[src/rtl/ocram_dual_master_arb.sv]
// ============================================================================
// Module   : ocram_dual_master_arb
// Summary  : Two-master Avalon-MM arbiter in front of one single-port
//            on-chip RAM. Read data returns with a fixed one-cycle latency.
//            Macro OCRAM_ARB_RR_EN selects round-robin arbitration.
//            Without it, arbitration is fixed priority with m0 over m1.
// Revision : 1.0 - initial release
// ============================================================================
`default_nettype none

module ocram_dual_master_arb #(
  parameter int                ADDR_W    = 13,
  parameter int                DATA_W    = 32,
  parameter int                BE_W      = 4,
  parameter int                NUM_WORDS = 5120,
  parameter logic [DATA_W-1:0] OOR_DATA  = 32'hDEAD_BEEF
) (
  input  logic              clk,
  input  logic              reset_n,
  input  logic [ADDR_W-1:0] m0_address,
  input  logic [BE_W-1:0]   m0_byteenable,
  input  logic              m0_read,
  input  logic              m0_write,
  input  logic [DATA_W-1:0] m0_writedata,
  output logic              m0_waitrequest,
  output logic [DATA_W-1:0] m0_readdata,
  output logic              m0_readdatavalid,
  input  logic [ADDR_W-1:0] m1_address,
  input  logic [BE_W-1:0]   m1_byteenable,
  input  logic              m1_read,
  input  logic              m1_write,
  input  logic [DATA_W-1:0] m1_writedata,
  output logic              m1_waitrequest,
  output logic [DATA_W-1:0] m1_readdata,
  output logic              m1_readdatavalid,
  output logic [ADDR_W-1:0] ram_address,
  output logic [BE_W-1:0]   ram_byteenable,
  output logic [DATA_W-1:0] ram_writedata,
  output logic              ram_chipselect,
  output logic              ram_write,
  output logic              ram_clken,
  input  logic [DATA_W-1:0] ram_readdata
);

  localparam logic [0:0]      S_HOLD      = 1'b0;
  localparam logic [0:0]      S_RUN       = 1'b1;
  localparam logic [ADDR_W:0] c_num_words = (ADDR_W+1)'(NUM_WORDS);

  logic [0:0]        r_state;
  logic [0:0]        w_state_nxt;
  logic              w_run;
  logic              w_req0;
  logic              w_req1;
  logic              w_prio0;
  logic              w_gnt0;
  logic              w_gnt1;
  logic [ADDR_W-1:0] w_sel_addr;
  logic              w_sel_write;
  logic              w_in_range;
  logic              w_rd_accept;
  logic              r_pend_valid;
  logic              r_pend_owner;
  logic              r_pend_oor;
  logic [DATA_W-1:0] w_ret_data;

  always_ff @(posedge clk or negedge reset_n) begin
    if (!reset_n) r_state <= S_HOLD;
    else          r_state <= w_state_nxt;
  end

  // HOLD lasts exactly one cycle after reset; RUN is terminal.
  always_comb begin
    w_state_nxt = r_state;
    case (r_state)
      S_HOLD:  w_state_nxt = S_RUN;
      default: w_state_nxt = S_RUN;
    endcase
  end

  always_comb begin
    w_run = (r_state == S_RUN);
  end

  assign w_req0 = m0_read | m0_write;
  assign w_req1 = m1_read | m1_write;

`ifdef OCRAM_ARB_RR_EN
  logic r_last_grant;

  always_ff @(posedge clk or negedge reset_n) begin
    if (!reset_n)    r_last_grant <= 1'b1;
    else if (w_gnt0) r_last_grant <= 1'b0;
    else if (w_gnt1) r_last_grant <= 1'b1;
  end

  assign w_prio0 = r_last_grant;
`else
  assign w_prio0 = 1'b1;
`endif

  assign w_gnt0 = w_run & w_req0 & (~w_req1 | w_prio0);
  assign w_gnt1 = w_run & w_req1 & ~w_gnt0;

  assign w_sel_addr  = w_gnt1 ? m1_address : m0_address;
  assign w_sel_write = w_gnt1 ? m1_write   : m0_write;
  assign w_in_range  = ({1'b0, w_sel_addr} < c_num_words);
  // A granted master with write low must be reading; write wins when both are set.
  assign w_rd_accept = (w_gnt0 | w_gnt1) & ~w_sel_write;

  always_ff @(posedge clk or negedge reset_n) begin
    if (!reset_n) begin
      r_pend_valid <= 1'b0;
      r_pend_owner <= 1'b0;
      r_pend_oor   <= 1'b0;
    end else begin
      r_pend_valid <= w_rd_accept;
      r_pend_owner <= w_gnt1;
      r_pend_oor   <= ~w_in_range;
    end
  end

  assign w_ret_data = r_pend_oor ? OOR_DATA : ram_readdata;

  always_comb begin
    m0_waitrequest   = ~w_run | (w_req0 & ~w_gnt0);
    m1_waitrequest   = ~w_run | (w_req1 & ~w_gnt1);
    ram_address      = '0;
    ram_byteenable   = '0;
    ram_writedata    = '0;
    ram_chipselect   = 1'b0;
    ram_write        = 1'b0;
    ram_clken        = 1'b1;
    m0_readdatavalid = r_pend_valid & ~r_pend_owner;
    m1_readdatavalid = r_pend_valid &  r_pend_owner;
    m0_readdata      = m0_readdatavalid ? w_ret_data : '0;
    m1_readdata      = m1_readdatavalid ? w_ret_data : '0;
    if (w_gnt0) begin
      ram_address    = m0_address;
      ram_byteenable = m0_byteenable;
      ram_writedata  = m0_writedata;
    end else if (w_gnt1) begin
      ram_address    = m1_address;
      ram_byteenable = m1_byteenable;
      ram_writedata  = m1_writedata;
    end
    if (w_gnt0 | w_gnt1) begin
      ram_chipselect = w_in_range;
      ram_write      = w_sel_write;
    end
  end

endmodule

`default_nettype wire
[config.mk]
export PLATFORM = sky130hd
export DESIGN_NAME = ocram_dual_master_arb
export DESIGN_NICKNAME = d
export VERILOG_FILES = /design/src/rtl/ocram_dual_master_arb.sv
export SDC_FILE = /design/constraint.sdc
export NUM_CORES = 1
export LEC_CHECK = 0
export BUFFER_PORTS_ARGS = -buffer_cell sky130_fd_sc_hd__buf_4
export CAP_MARGIN = 40
export CORE_AREA = 2 2 99 101
export CTS_CLUSTER_DIAMETER = 40
export DETAILED_ROUTE_END_ITERATION = 10
export DIE_AREA = 0 0 101 103
export SYNTH_ARGS = -nofsm -noshare
export SYNTH_HDL_FRONTEND = slang
export SYNTH_SLANG_ARGS = --single-unit
[constraint.sdc]
create_clock -name clk -period 1.73 [get_ports clk]
set_input_delay 0.519 -clock clk [delete_from_list [all_inputs] [get_ports clk]]
set_output_delay 0.519 -clock clk [all_outputs]
set_load 0.05 [all_outputs]
==> impl_metrics.prom, run 1 <==
# TYPE chip_impl_metric gauge
chip_impl_metric{name="area_growth_syn_to_layout",unit="%"} 403.5
chip_impl_metric{name="route.detailed.wl_per_inst",unit="µm"} 18.63
chip_impl_metric{name="p_switching",unit="mW"} 1.014
chip_impl_metric{name="critPathMaxStageDelay",unit="ps"} 290
chip_impl_metric{name="die_area",unit="µm²"} 10400
chip_impl_metric{name="postSynthRegisterBits",unit=""} 4
chip_impl_info{name="yosys.area.top_type",value="sky130_fd_sc_hd__a22o_1"} 1
chip_impl_metric{name="placed_cells",unit=""} 574
chip_impl_info{name="timing.critical_path.from_type",value="input pin"} 1
chip_impl_metric{name="grt_first_pass_wirelength",unit="µm"} 14820
chip_impl_info{name="failed_checks",value="negative setup slack"} 1
chip_impl_metric{name="placementRows",unit=""} 36
chip_impl_metric{name="coreArea",unit="µm²"} 9459
chip_impl_metric{name="ys_warns",unit=""} 0
chip_impl_metric{name="layout-drive-gt1-share",unit=""} 0.9691
chip_impl_info{name="post-synth-top-count-cell",value="sky130_fd_sc_hd__nor2_1"} 1
chip_impl_metric{name="swShare",unit=""} 0.4774
chip_impl_info{name="synth.top_cells.by_area",value="sky130_fd_sc_hd__a22o_1 (33%), sky130_fd_sc_hd__nor2_1 (29%), sky130_fd_sc_hd__dfrtp_1 (8.6%), sky130_fd_sc_hd__buf_6 (4.8%), sky130_fd_sc_hd__nand2b_1 (4.8%)"} 1
chip_impl_metric{name="synth-edff-count",unit=""} 0
chip_impl_metric{name="cts.reportedPaths.clkPinSlew",unit="ps"} 30
chip_impl_metric{name="post_synth_num_cell_types",unit=""} 21
chip_impl_metric{name="final-setup-viol-count",unit=""} 115
chip_impl_metric{name="worst_ep_arrival_time",unit="ps"} 1670
chip_impl_metric{name="fin_util",unit=""} 0.6228
chip_impl_metric{name="io_pins",unit=""} 256
chip_impl_info{name="hold_path_class",value="in -> async"} 1
chip_impl_metric{name="timing.final.crit_share",unit=""} 1.267
chip_impl_info{name="reg2reg_to",value="r_pend_oor"} 1
chip_impl_metric{name="multi_input_comb_area",unit="µm²"} 2120
chip_impl_info{name="cts_tree",value="built"} 1
chip_impl_info{name="synth.top_cells.by_count",value="sky130_fd_sc_hd__nor2_1 (91), sky130_fd_sc_hd__a22o_1 (44), sky130_fd_sc_hd__clkbuf_1 (11)"} 1
chip_impl_metric{name="port-buffer-count",unit=""} 254
chip_impl_metric{name="antenna_violations_before_repair",unit=""} 0
chip_impl_metric{name="register_to_register_setup_slack",unit="ps"} 330
chip_impl_metric{name="synth_area",unit="µm²"} 1170
chip_impl_info{name="slowest_stage",value="sky130_fd_sc_hd__nor4_4"} 1
chip_impl_info{name="outcome",value="complete, but fails checks"} 1
chip_impl_metric{name="grt-ovfl-total",unit=""} 0
chip_impl_metric{name="worst-path-max-fanout",unit=""} 8
chip_impl_metric{name="timing.final.crit_period",unit="ps"} 2192
chip_impl_metric{name="cts_buffers",unit=""} 3
chip_impl_metric{name="number_of_h_tree_levels",unit=""} 1
chip_impl_metric{name="die_height",unit="µm"} 103
chip_impl_metric{name="yosysSeqAreaShare",unit=""} 0.08556
chip_impl_metric{name="power.density_cell_area",unit="nW/µm²"} 360.4
chip_impl_metric{name="power_report.internal_total",unit="mW"} 1.110
chip_impl_metric{name="synth_largest_type_area_fraction",unit=""} 0.3294
chip_impl_metric{name="clock_skew",unit="ps"} 0.8100
chip_impl_metric{name="number_of_cell_instances_on_the_worst_register_to_register_path",unit=""} 6
chip_impl_metric{name="dr.first_iter.drc_count",unit=""} 31
chip_impl_metric{name="drt_pass1_iterations",unit=""} 4
chip_impl_metric{name="hold_viol",unit=""} 0
chip_impl_metric{name="leakagePower",unit="nW"} 2.739
chip_impl_metric{name="power_frac_seq",unit=""} 0.052
chip_impl_metric{name="synthArstFlopShare",unit=""} 1.000
chip_impl_metric{name="groute.usage.overall",unit=""} 0.1804
chip_impl_metric{name="synthCells",unit=""} 193
chip_impl_info{name="crit_top_cell",value="sky130_fd_sc_hd__buf_8"} 1
chip_impl_metric{name="die_w",unit="µm"} 101
chip_impl_metric{name="gpl.final_weighted_congestion",unit=""} 0.7594
chip_impl_metric{name="max_cap_violations",unit=""} 0
chip_impl_metric{name="drt_drc_violations_left",unit=""} 0
chip_impl_metric{name="detailedPlace.worstSlack",unit="ps"} -537.0
chip_impl_info{name="timing.rr.start",value="r_state"} 1
chip_impl_metric{name="insertion_delay",unit="ps"} 210
chip_impl_metric{name="finalHoldWorstSlack",unit="ps"} 93.33
chip_impl_metric{name="vdd.ir_drop.worst",unit="µV"} 214.0
chip_impl_metric{name="timing.fmax",unit="MHz"} 456.2
chip_impl_info{name="worstPathCellList",value="buf_8 -> nor4_4 -> buf_6 -> buf_12 -> clkbuf_16 -> a22o_4 -> buf_8"} 1
chip_impl_metric{name="antenna_cells",unit=""} 0
chip_impl_metric{name="routed-via-count",unit=""} 2729
chip_impl_metric{name="regArea",unit="µm²"} 102.6
chip_impl_info{name="synth_top_flop_cell",value="sky130_fd_sc_hd__dfrtp_1"} 1
chip_impl_info{name="worstSetupEndpointType",value="output pin"} 1
chip_impl_metric{name="vias_per_cell",unit=""} 4.556
chip_impl_metric{name="detail-route-antenna-nets",unit=""} 0
chip_impl_info{name="ctsRootBufferMaster",value="sky130_fd_sc_hd__clkbuf_8"} 1
chip_impl_metric{name="finalNonFillerCells",unit=""} 599
chip_impl_metric{name="cp_data_required_time",unit="ps"} 1210
chip_impl_metric{name="report.final.slew_viol_count",unit=""} 0
chip_impl_info{name="worstSetupPathType",value="in -> out"} 1
chip_impl_metric{name="num-nets-final",unit=""} 623
chip_impl_metric{name="comb_power_share",unit=""} 0.857
chip_impl_info{name="setup_repair_after_global_routing_missed_its_margin",value="true"} 1
chip_impl_metric{name="num-fill-cells",unit=""} 693
chip_impl_metric{name="largest_net_degree_at_the_start_of_global_routing",unit=""} 17
chip_impl_metric{name="grt_pass1_vias",unit=""} 2859
chip_impl_metric{name="clock_sinks",unit=""} 4
chip_impl_metric{name="avg_cell_area_syn",unit="µm²"} 6.062
chip_impl_metric{name="hpwl",unit="µm"} 7042
chip_impl_metric{name="drt_wl_total",unit="µm"} 11160
chip_impl_metric{name="cts_max_path_buffers",unit=""} 2
chip_impl_metric{name="clock_power_share",unit=""} 0.091
chip_impl_metric{name="fin_ws",unit="ps"} -461.9
chip_impl_metric{name="initial_core_util",unit=""} 0.1237
power groups by stage:
stage	clock, mW	sequential (mW)	combinational, mW
5_1_grt	0.210	0.112	1.88
4_1_cts	0.200	0.109	1.79
3_3_place_gp	0	0.104	1.34
2_1_floorplan	0	0.103	0.799
6_report	0.193	0.111	1.82
3_5_place_dp	0	0.104	1.35
layer usage:
layer / vias up / routed length [µm] / GRT usage
met5: - / 0 / 0
met4: 0 / 144 / 0.02391
met3: 10 / 901 / 0.04339
met2: 174 / 6263 / 0.3708
met1: 1286 / 3852 / 0.1880
li1: 1259 / - / -
worst max path at each step:
stage          startpoint           endpoint  slack, ps  cells after the start
6_report          m0_read  ram_writedata[13]       -460                      7
4_1_cts           m0_read  ram_writedata[19]       -460                      7
3_5_place_dp     m0_write  ram_writedata[30]       -540                      6
3_3_place_gp     m0_write  ram_writedata[20]       -510                      6
5_1_grt           r_state  ram_writedata[13]       -520                      7
2_1_floorplan    m0_write     ram_address[0]       -200                      3
state kept, by name (all words and copies together) (netlist names):
signal        count
r_pend_valid      1
r_state           1
r_pend_owner      1
r_pend_oor        1
cell type report:
type | count | share of cell area
clock buffer | 3 | 0.007009
inverter | 5 | 0.004036
multi-input combinational | 164 | 0.3598
sequential | 4 | 0.01742
tap | 114 | 0.02421
timing repair buffer | 309 | 0.5875
stage by stage:
step	total power, mW	TNS, ps	area [µm²]
2_1_floorplan	0.9018	-15450	1787
3_3_place_gp	1.441	-23400	4035
3_5_place_dp	1.453	-24340	4035
4_1_cts	2.099	-27340	5688
5_1_grt	2.206	-28840	5891
6_report	2.123	-23760	5891
kinds of logic (layout without fill, tap and decap cells):
| kind of cell | count (synthesis) | count (layout) | share of synthesized area |
|---|---|---|---|
| AOI/OAI and AO/OA | 56 | 56 | 0.4021 |
| buffers and inverters | 26 | 317 | 0.1230 |
| DFF | 4 | 4 | 0.08556 |
| muxes | 1 | 1 | 0.008556 |
| other | 1 | 2 | 0.003205 |
| and+or+nand+nor | 105 | 105 | 0.3775 |
layout by cell type, fill, tap and decap left out, types with 2 or more instances in the layout:
cell type / netlist / routed
sky130_fd_sc_hd__nand2b_4: 0 / 9
sky130_fd_sc_hd__inv_1: 4 / 2
sky130_fd_sc_hd__dfrtp_2: 0 / 2
sky130_fd_sc_hd__clkbuf_8: 0 / 3
sky130_fd_sc_hd__buf_4: 2 / 152
sky130_fd_sc_hd__bufbuf_16: 0 / 2
sky130_fd_sc_hd__inv_4: 0 / 2
sky130_fd_sc_hd__conb_1: 1 / 2
sky130_fd_sc_hd__dfrtp_1: 4 / 2
sky130_fd_sc_hd__buf_8: 0 / 80
sky130_fd_sc_hd__buf_16: 0 / 5
sky130_fd_sc_hd__a22o_4: 0 / 49
sky130_fd_sc_hd__buf_12: 0 / 13
sky130_fd_sc_hd__a21oi_1: 3 / 2
sky130_fd_sc_hd__nor2_4: 0 / 90
sky130_fd_sc_hd__buf_6: 5 / 56
sky130_fd_sc_hd__o21ai_1: 0 / 2
worst max-delay path: cells and delay by family:
family                 cells  cell delay [ps]
buffers and inverters      5              710
and+or+nand+nor            1              290
AOI/OAI and AO/OA          1              140
what timing repair did:
action,in CTS,in global routing
setup buffers,18,6
gates cloned,12,1
gates resized for setup,288,97
pin swaps,32,31
endpoints found under the setup margin,114,118
hold buffers,0,0
No activity file was read; power rests on OpenSTA's default activity.
==> run 2: changes to the inputs <==
==> constraint.sdc (replaced) <==
create_clock -name clk -period 2.8 [get_ports clk]
set_input_delay 0.84 -clock clk [delete_from_list [all_inputs] [get_ports clk]]
set_output_delay 0.84 -clock clk [all_outputs]
set_load 0.05 [all_outputs]
==> run 2 against run 1 <==
- critical path type unchanged
- highest routed layer unchanged
- combinational power decreased by 57%
- critical endpoint is now ram_writedata[23]
- the flow still finishes with violations (negative setup slack)
- clock power shrank 38%
- worst setup slack improved by 430 ps
- largest power group unchanged
- clock skew grew 3.9 ps
==> impl_metrics.prom, run 2 (synthesis gave the netlist of run 1 again) <==
# TYPE chip_impl_metric gauge
chip_impl_info{name="outcome",value="complete, but fails checks"} 1
chip_impl_info{name="failed_checks",value="negative setup slack"} 1
chip_impl_metric{name="drt_pass1_iterations",unit=""} 4
chip_impl_metric{name="report.final.slew_viol_count",unit=""} 0
chip_impl_metric{name="cp.buffers_inverters",unit=""} 5
chip_impl_info{name="reg2reg_to",value="r_pend_oor"} 1
chip_impl_metric{name="hpwl",unit="µm"} 6153
chip_impl_metric{name="design_area",unit="µm²"} 3737
chip_impl_info{name="worstSetupPathType",value="in -> out"} 1
chip_impl_metric{name="cts_max_path_buffers",unit=""} 2
chip_impl_metric{name="groute.usage.overall",unit=""} 0.1296
chip_impl_metric{name="placementRows",unit=""} 36
chip_impl_metric{name="die_w",unit="µm"} 101
chip_impl_metric{name="regArea",unit="µm²"} 100.1
chip_impl_info{name="ctsRootBufferMaster",value="sky130_fd_sc_hd__clkbuf_8"} 1
chip_impl_metric{name="number_of_cell_instances_on_the_worst_register_to_register_path",unit=""} 7
chip_impl_metric{name="clock_skew",unit="ps"} 4.756
chip_impl_metric{name="detail-route-antenna-nets",unit=""} 0
chip_impl_metric{name="leakagePower",unit="nW"} 2.070
chip_impl_metric{name="route.detailed.wl_per_inst",unit="µm"} 14.74
chip_impl_metric{name="antenna_cells",unit=""} 0
chip_impl_metric{name="initial_core_util",unit=""} 0.1237
chip_impl_metric{name="coreArea",unit="µm²"} 9459
chip_impl_metric{name="vdd.ir_drop.worst",unit="µV"} 129.5
chip_impl_metric{name="layout-drive-gt1-share",unit=""} 0.6519
chip_impl_metric{name="cp_data_required_time",unit="ps"} 1960
chip_impl_metric{name="multi_input_comb_area",unit="µm²"} 1003
chip_impl_info{name="hold_path_class",value="in -> async"} 1
chip_impl_metric{name="vias_per_cell",unit=""} 4.308
chip_impl_metric{name="insertion_delay",unit="ps"} 220
chip_impl_metric{name="drt_wl_total",unit="µm"} 8326
chip_impl_metric{name="final-setup-viol-count",unit=""} 25
chip_impl_metric{name="hold_viol",unit=""} 0
chip_impl_metric{name="fin_ws",unit="ps"} -29.48
chip_impl_metric{name="num-fill-cells",unit=""} 958
chip_impl_metric{name="grt_first_pass_wirelength",unit="µm"} 10610
chip_impl_info{name="layout.cells.most_common_list",value="sky130_fd_sc_hd__buf_4 (213), sky130_fd_sc_hd__nor2_1 (90), sky130_fd_sc_hd__buf_6 (49)"} 1
chip_impl_metric{name="register_to_register_setup_slack",unit="ps"} 1330
chip_impl_info{name="slowest_stage",value="sky130_fd_sc_hd__a22o_2"} 1
chip_impl_metric{name="drt_drc_violations_left",unit=""} 0
chip_impl_metric{name="io_pins",unit=""} 256
chip_impl_info{name="worstPathCellList",value="buf_4 -> nor2_4 -> nor4_4 -> buf_6 -> buf_12 -> buf_16 -> a22o_2 -> buf_6"} 1
chip_impl_metric{name="die_height",unit="µm"} 103
chip_impl_metric{name="timing.fmax",unit="MHz"} 353.4
chip_impl_info{name="cts_tree",value="built"} 1
chip_impl_info{name="crit_top_cell",value="sky130_fd_sc_hd__buf_6"} 1
chip_impl_metric{name="gpl.final_weighted_congestion",unit=""} 0.7659
chip_impl_metric{name="timing.final.crit_share",unit=""} 1.011
chip_impl_metric{name="dr.first_iter.drc_count",unit=""} 41
chip_impl_metric{name="area_growth_syn_to_layout",unit="%"} 219.5
chip_impl_metric{name="max_cap_violations",unit=""} 0
chip_impl_metric{name="number_of_h_tree_levels",unit=""} 1
chip_impl_metric{name="fin_util",unit=""} 0.3951
chip_impl_metric{name="placement_cell_area",unit="µm²"} 3203
chip_impl_info{name="setup_repair_after_global_routing_missed_its_margin",value="true"} 1
chip_impl_metric{name="largest_net_degree_at_the_start_of_global_routing",unit=""} 44
chip_impl_metric{name="power.density_cell_area",unit="nW/µm²"} 259.6
chip_impl_metric{name="timing.final.crit_period",unit="ps"} 2829
chip_impl_metric{name="holdBufCountCts",unit=""} 0
chip_impl_metric{name="clock_sinks",unit=""} 4
chip_impl_info{name="cp_top_family",value="buffers and inverters"} 1
chip_impl_metric{name="grt_pass1_vias",unit=""} 2113
chip_impl_metric{name="worst-path-max-fanout",unit=""} 12
chip_impl_metric{name="finalHoldWorstSlack",unit="ps"} 409.4
chip_impl_info{name="worstSetupEndpointType",value="output pin"} 1
chip_impl_metric{name="die_area",unit="µm²"} 10400
chip_impl_metric{name="totalNegativeSetupSlack",unit="ps"} -288.5
chip_impl_metric{name="worst_ep_arrival_time",unit="ps"} 1990
chip_impl_info{name="timing.critical_path.from_type",value="input pin"} 1
chip_impl_metric{name="cts_buffers",unit=""} 3
chip_impl_metric{name="routed-via-count",unit=""} 2434
chip_impl_metric{name="grt-ovfl-total",unit=""} 0
chip_impl_metric{name="critPathMaxStageDelay",unit="ps"} 270
chip_impl_metric{name="port-buffer-count",unit=""} 254
chip_impl_metric{name="cts.reportedPaths.clkPinSlew",unit="ps"} 30
chip_impl_metric{name="num-nets-final",unit=""} 589
chip_impl_metric{name="antenna_violations_before_repair",unit=""} 0
chip_impl_info{name="timing.rr.start",value="r_state"} 1
chip_impl_info{name="layout.cells.most_common",value="sky130_fd_sc_hd__buf_4"} 1
## run 2: report_power, final
part           total (mW)  internal [mW]  switching (mW)
registers          0.0629         0.0613         0.00156
clock network       0.120         0.0915          0.0287
logic               0.787          0.339           0.448
## run 2: through the flow
| step | setup WS [ps] | total power [mW] | cells |
|---|---|---|---|
| 5_1_grt | -69.07 | 1.013 | 565 |
| 6_report | -29.48 | 0.9703 | 565 |
| 3_3_place_gp | -336.6 | 0.7596 | 550 |
| 2_1_floorplan | 34.97 | 0.4685 | 194 |
| 4_1_cts | -34.65 | 0.9684 | 563 |
| 3_5_place_dp | -230.9 | 0.7670 | 551 |
## run 2: layer usage
metal | part of all wire | vias up | global-route usage
met5 | 0 | - | 0
met4 | 0.0097 | 0 | 0.02599
met3 | 0.094 | 6 | 0.01898
met2 | 0.52 | 164 | 0.2446
met1 | 0.37 | 1082 | 0.1561
li1 | - | 1182 | -
## run 2: worst register-to-register path, cell delays in order, from the launching register on
cell	delay [ps]
sky130_fd_sc_hd__dfrtp_1	370
sky130_fd_sc_hd__inv_2	100
sky130_fd_sc_hd__nor4_4	220
sky130_fd_sc_hd__buf_6	180
sky130_fd_sc_hd__buf_12	130
sky130_fd_sc_hd__buf_8	100
sky130_fd_sc_hd__buf_4	100
sky130_fd_sc_hd__mux2i_1	200
## run 2: worst max-delay path by stage
stage / from / to / slack, ps / cells past startpoint
floorplan: m0_read / ram_writedata[24] / 30 / 3
global placement: m0_read / ram_writedata[18] / -340 / 5
detailed placement: m0_read / ram_writedata[18] / -230 / 6
CTS: m0_write / ram_writedata[15] / -30 / 7
global route: m0_write / ram_address[0] / -70 / 7
finish: m1_read / ram_writedata[23] / -30 / 8
## run 2: layout make-up
class | instances | share of cell area
Clock buffer | 3 | 0.01105
Inverter | 5 | 0.005022
Timing Repair Buffer | 275 | 0.6505
Tap cell | 114 | 0.03817
Sequential cell | 4 | 0.02678
Multi-Input combinational cell | 164 | 0.2685
## run 2: timing repair
action                                  in CTS  in global routing
resized for setup                           63                  6
endpoints found under the setup margin      49                 49
cloned                                       5                  1
pin swaps                                   13                 16
buffers inserted                             6                  2
==> run 3: changes to the inputs <==
--- a/config.mk
+++ b/config.mk
@@ -11,6 +11,7 @@
 export CTS_CLUSTER_DIAMETER = 40
 export DETAILED_ROUTE_END_ITERATION = 10
 export DIE_AREA = 0 0 101 103
+export SETUP_SLACK_MARGIN = 0.05
 export SYNTH_ARGS = -nofsm -noshare
 export SYNTH_HDL_FRONTEND = slang
 export SYNTH_SLANG_ARGS = --single-unit
==> run 3 against run 2 <==
- largest power group unchanged
- count of clock-buffer cells in the layout unchanged
- routed wire length increased by 0.74%
- the run still ends with negative setup slack left
- global-route usage decreased by 0.36 points
- final cell count increased by 0.71%
==> impl_metrics.prom, run 3 (synthesis gave the netlist of run 1 again) <==
# TYPE chip_impl_metric gauge
chip_impl_metric{name="regArea",unit="µm²"} 100.1
chip_impl_metric{name="antenna_cells",unit=""} 0
chip_impl_metric{name="die_w",unit="µm"} 101
chip_impl_metric{name="die_area",unit="µm²"} 10400
chip_impl_metric{name="largest_net_degree_at_the_start_of_global_routing",unit=""} 44
chip_impl_metric{name="detailedPlace.worstSlack",unit="ps"} -154.3
chip_impl_metric{name="detail-route-antenna-nets",unit=""} 0
chip_impl_metric{name="route.detailed.wl_per_inst",unit="µm"} 14.74
chip_impl_metric{name="power.density_cell_area",unit="nW/µm²"} 256.8
chip_impl_metric{name="multi_input_comb_area",unit="µm²"} 1146
chip_impl_metric{name="critPathMaxStageDelay",unit="ps"} 310
chip_impl_metric{name="register_to_register_setup_slack",unit="ps"} 1260
chip_impl_metric{name="groute.usage.overall",unit=""} 0.1260
chip_impl_info{name="worstSetupPathType",value="in -> out"} 1
chip_impl_metric{name="area_growth_syn_to_layout",unit="%"} 244.3
chip_impl_metric{name="timing.fmax",unit="MHz"} 344.4
chip_impl_metric{name="cts_max_path_buffers",unit=""} 2
chip_impl_metric{name="number_of_h_tree_levels",unit=""} 1
chip_impl_metric{name="antenna_violations_before_repair",unit=""} 0
chip_impl_metric{name="vias_per_cell",unit=""} 4.286
chip_impl_info{name="timing.critical_path.from_type",value="input pin"} 1
chip_impl_info{name="timing.rr.start",value="r_state"} 1
chip_impl_metric{name="final-setup-viol-count",unit=""} 44
chip_impl_metric{name="dr.first_iter.drc_count",unit=""} 23
chip_impl_metric{name="finalHoldWorstSlack",unit="ps"} 414.7
chip_impl_metric{name="gpl.final_weighted_congestion",unit=""} 0.7173
chip_impl_metric{name="max_cap_violations",unit=""} 0
chip_impl_metric{name="grt-ovfl-total",unit=""} 0
chip_impl_metric{name="hpwl",unit="µm"} 6104
chip_impl_metric{name="fin_ws",unit="ps"} -103.4
chip_impl_metric{name="cts_buffers",unit=""} 3
chip_impl_metric{name="vdd.ir_drop.worst",unit="µV"} 138.8
chip_impl_metric{name="met2_usage",unit=""} 0.2503
chip_impl_metric{name="layout-drive-gt1-share",unit=""} 0.7407
chip_impl_info{name="worstPathCellList",value="buf_8 -> buf_6 -> nor4_4 -> buf_4 -> buf_12 -> a22o_2 -> buf_8"} 1
chip_impl_info{name="crit_top_cell",value="sky130_fd_sc_hd__buf_8"} 1
chip_impl_info{name="layout.cells.most_common_list",value="sky130_fd_sc_hd__buf_4 (216), sky130_fd_sc_hd__nor2_1 (89), sky130_fd_sc_hd__buf_8 (45)"} 1
chip_impl_metric{name="die_height",unit="µm"} 103
chip_impl_metric{name="initial_core_util",unit=""} 0.1237
chip_impl_metric{name="placementRows",unit=""} 36
chip_impl_info{name="layout.cells.most_common",value="sky130_fd_sc_hd__buf_4"} 1
chip_impl_info{name="hold_path_class",value="in -> async"} 1
chip_impl_metric{name="drt_wl_total",unit="µm"} 8388
chip_impl_info{name="slowest_stage",value="sky130_fd_sc_hd__nor4_4"} 1
chip_impl_metric{name="drt_pass1_iterations",unit=""} 4
chip_impl_metric{name="groute.layer.met1.usage",unit=""} 0.1425
chip_impl_metric{name="worst-path-max-fanout",unit=""} 13
chip_impl_metric{name="io_pins",unit=""} 256
chip_impl_info{name="worst_setup_path_startpoint",value="m0_write"} 1
chip_impl_metric{name="grt_first_pass_wirelength",unit="µm"} 10630
chip_impl_metric{name="insertion_delay",unit="ps"} 210
chip_impl_metric{name="grt_pass1_vias",unit=""} 2209
chip_impl_metric{name="worst_ep_arrival_time",unit="ps"} 2060
chip_impl_metric{name="clock_skew",unit="ps"} 1.717
chip_impl_info{name="worstSetupEndpointType",value="output pin"} 1
chip_impl_metric{name="drt_drc_violations_left",unit=""} 0
chip_impl_metric{name="num-nets-final",unit=""} 593
chip_impl_info{name="grt_most_used_layer",value="met2"} 1
chip_impl_metric{name="report.final.slew_viol_count",unit=""} 0
chip_impl_metric{name="clock_sinks",unit=""} 4
chip_impl_info{name="cts_tree",value="built"} 1
chip_impl_metric{name="coreArea",unit="µm²"} 9459
chip_impl_metric{name="cp_data_required_time",unit="ps"} 1960
chip_impl_metric{name="timing.final.crit_period",unit="ps"} 2903
chip_impl_metric{name="groute.layer.met3.usage",unit=""} 0.01966
chip_impl_metric{name="hold_viol",unit=""} 0
chip_impl_info{name="setup_repair_after_global_routing_missed_its_margin",value="true"} 1
chip_impl_info{name="failed_checks",value="negative setup slack"} 1
chip_impl_metric{name="totalNegativeSetupSlack",unit="ps"} -3546
chip_impl_metric{name="leakagePower",unit="nW"} 2.196
chip_impl_metric{name="num-fill-cells",unit=""} 894
chip_impl_info{name="ctsRootBufferMaster",value="sky130_fd_sc_hd__clkbuf_8"} 1
chip_impl_metric{name="timing.final.crit_share",unit=""} 1.037
chip_impl_metric{name="routed-via-count",unit=""} 2439
chip_impl_metric{name="cts.reportedPaths.clkPinSlew",unit="ps"} 30
chip_impl_info{name="outcome",value="complete, but fails checks"} 1
chip_impl_metric{name="port-buffer-count",unit=""} 254
run 3: cell count changes in the layout (fill, tap and decap cells not counted), sizes merged:
cell	change
clkbuf	+1
buf	+3
run 3: per-stage QoR:
step	cell area, µm²	cells	utilization	power [mW]
after global routing	4028	569	0.4258	1.080
after floorplan	1232	194	-	0.4804
after CTS	3779	566	0.3995	0.9922
after detailed placement	3269	552	0.3456	0.7771
final	4028	569	0.4258	1.034
after global placement	3249	551	0.3435	0.7699
run 3: worst max-delay path: cells and delay by family:
family / cells / cell delay (ps)
buf+inv: 5 / 700
simple gates: 1 / 310
compound gates: 1 / 190
run 3: final cells by class:
| class | count | share of cell area |
|---|---|---|
| inverters | 5 | 0.004660 |
| clock buffers | 3 | 0.01025 |
| repair buffers | 279 | 0.6403 |
| flip-flops and latches | 4 | 0.02485 |
| well taps | 114 | 0.03541 |
| multi-input cells | 164 | 0.2846 |
run 3: repair_timing:
| item | in CTS | in global routing |
|---|---|---|
| cloned | 3 | 2 |
| resized for setup | 88 | 39 |
| hold buffers | 0 | 0 |
| endpoints found under the setup margin | 49 | 49 |
| pin swaps | 5 | 14 |
| setup buffers | 8 | 2 |
run 3: final timing paths:
check / depth (start not counted) / to
setup / recovery: 7 / ram_writedata[19]
hold / removal: 1 / r_state
setup reg to reg: 7 / r_pend_oor
hold reg to reg: 2 / r_pend_valid
max in group asynchronous: 1 / r_pend_oor
min in group clk: 2 / r_pend_valid
run 3: power breakdown:
part / internal [mW] / leakage (nW) / total, mW / switching [mW]
Combinational: 0.389 / 2.12 / 0.852 / 0.463
Sequential: 0.0613 / 0.0508 / 0.0628 / 0.00151
Clock: 0.0915 / 0.0216 / 0.120 / 0.0280
run 3: per-layer routing:
layer,vias to the layer above,part of all wire
li1,1189,-
met1,1084,0.35
met2,162,0.55
met3,4,0.094
met4,0,0.0038
met5,-,0
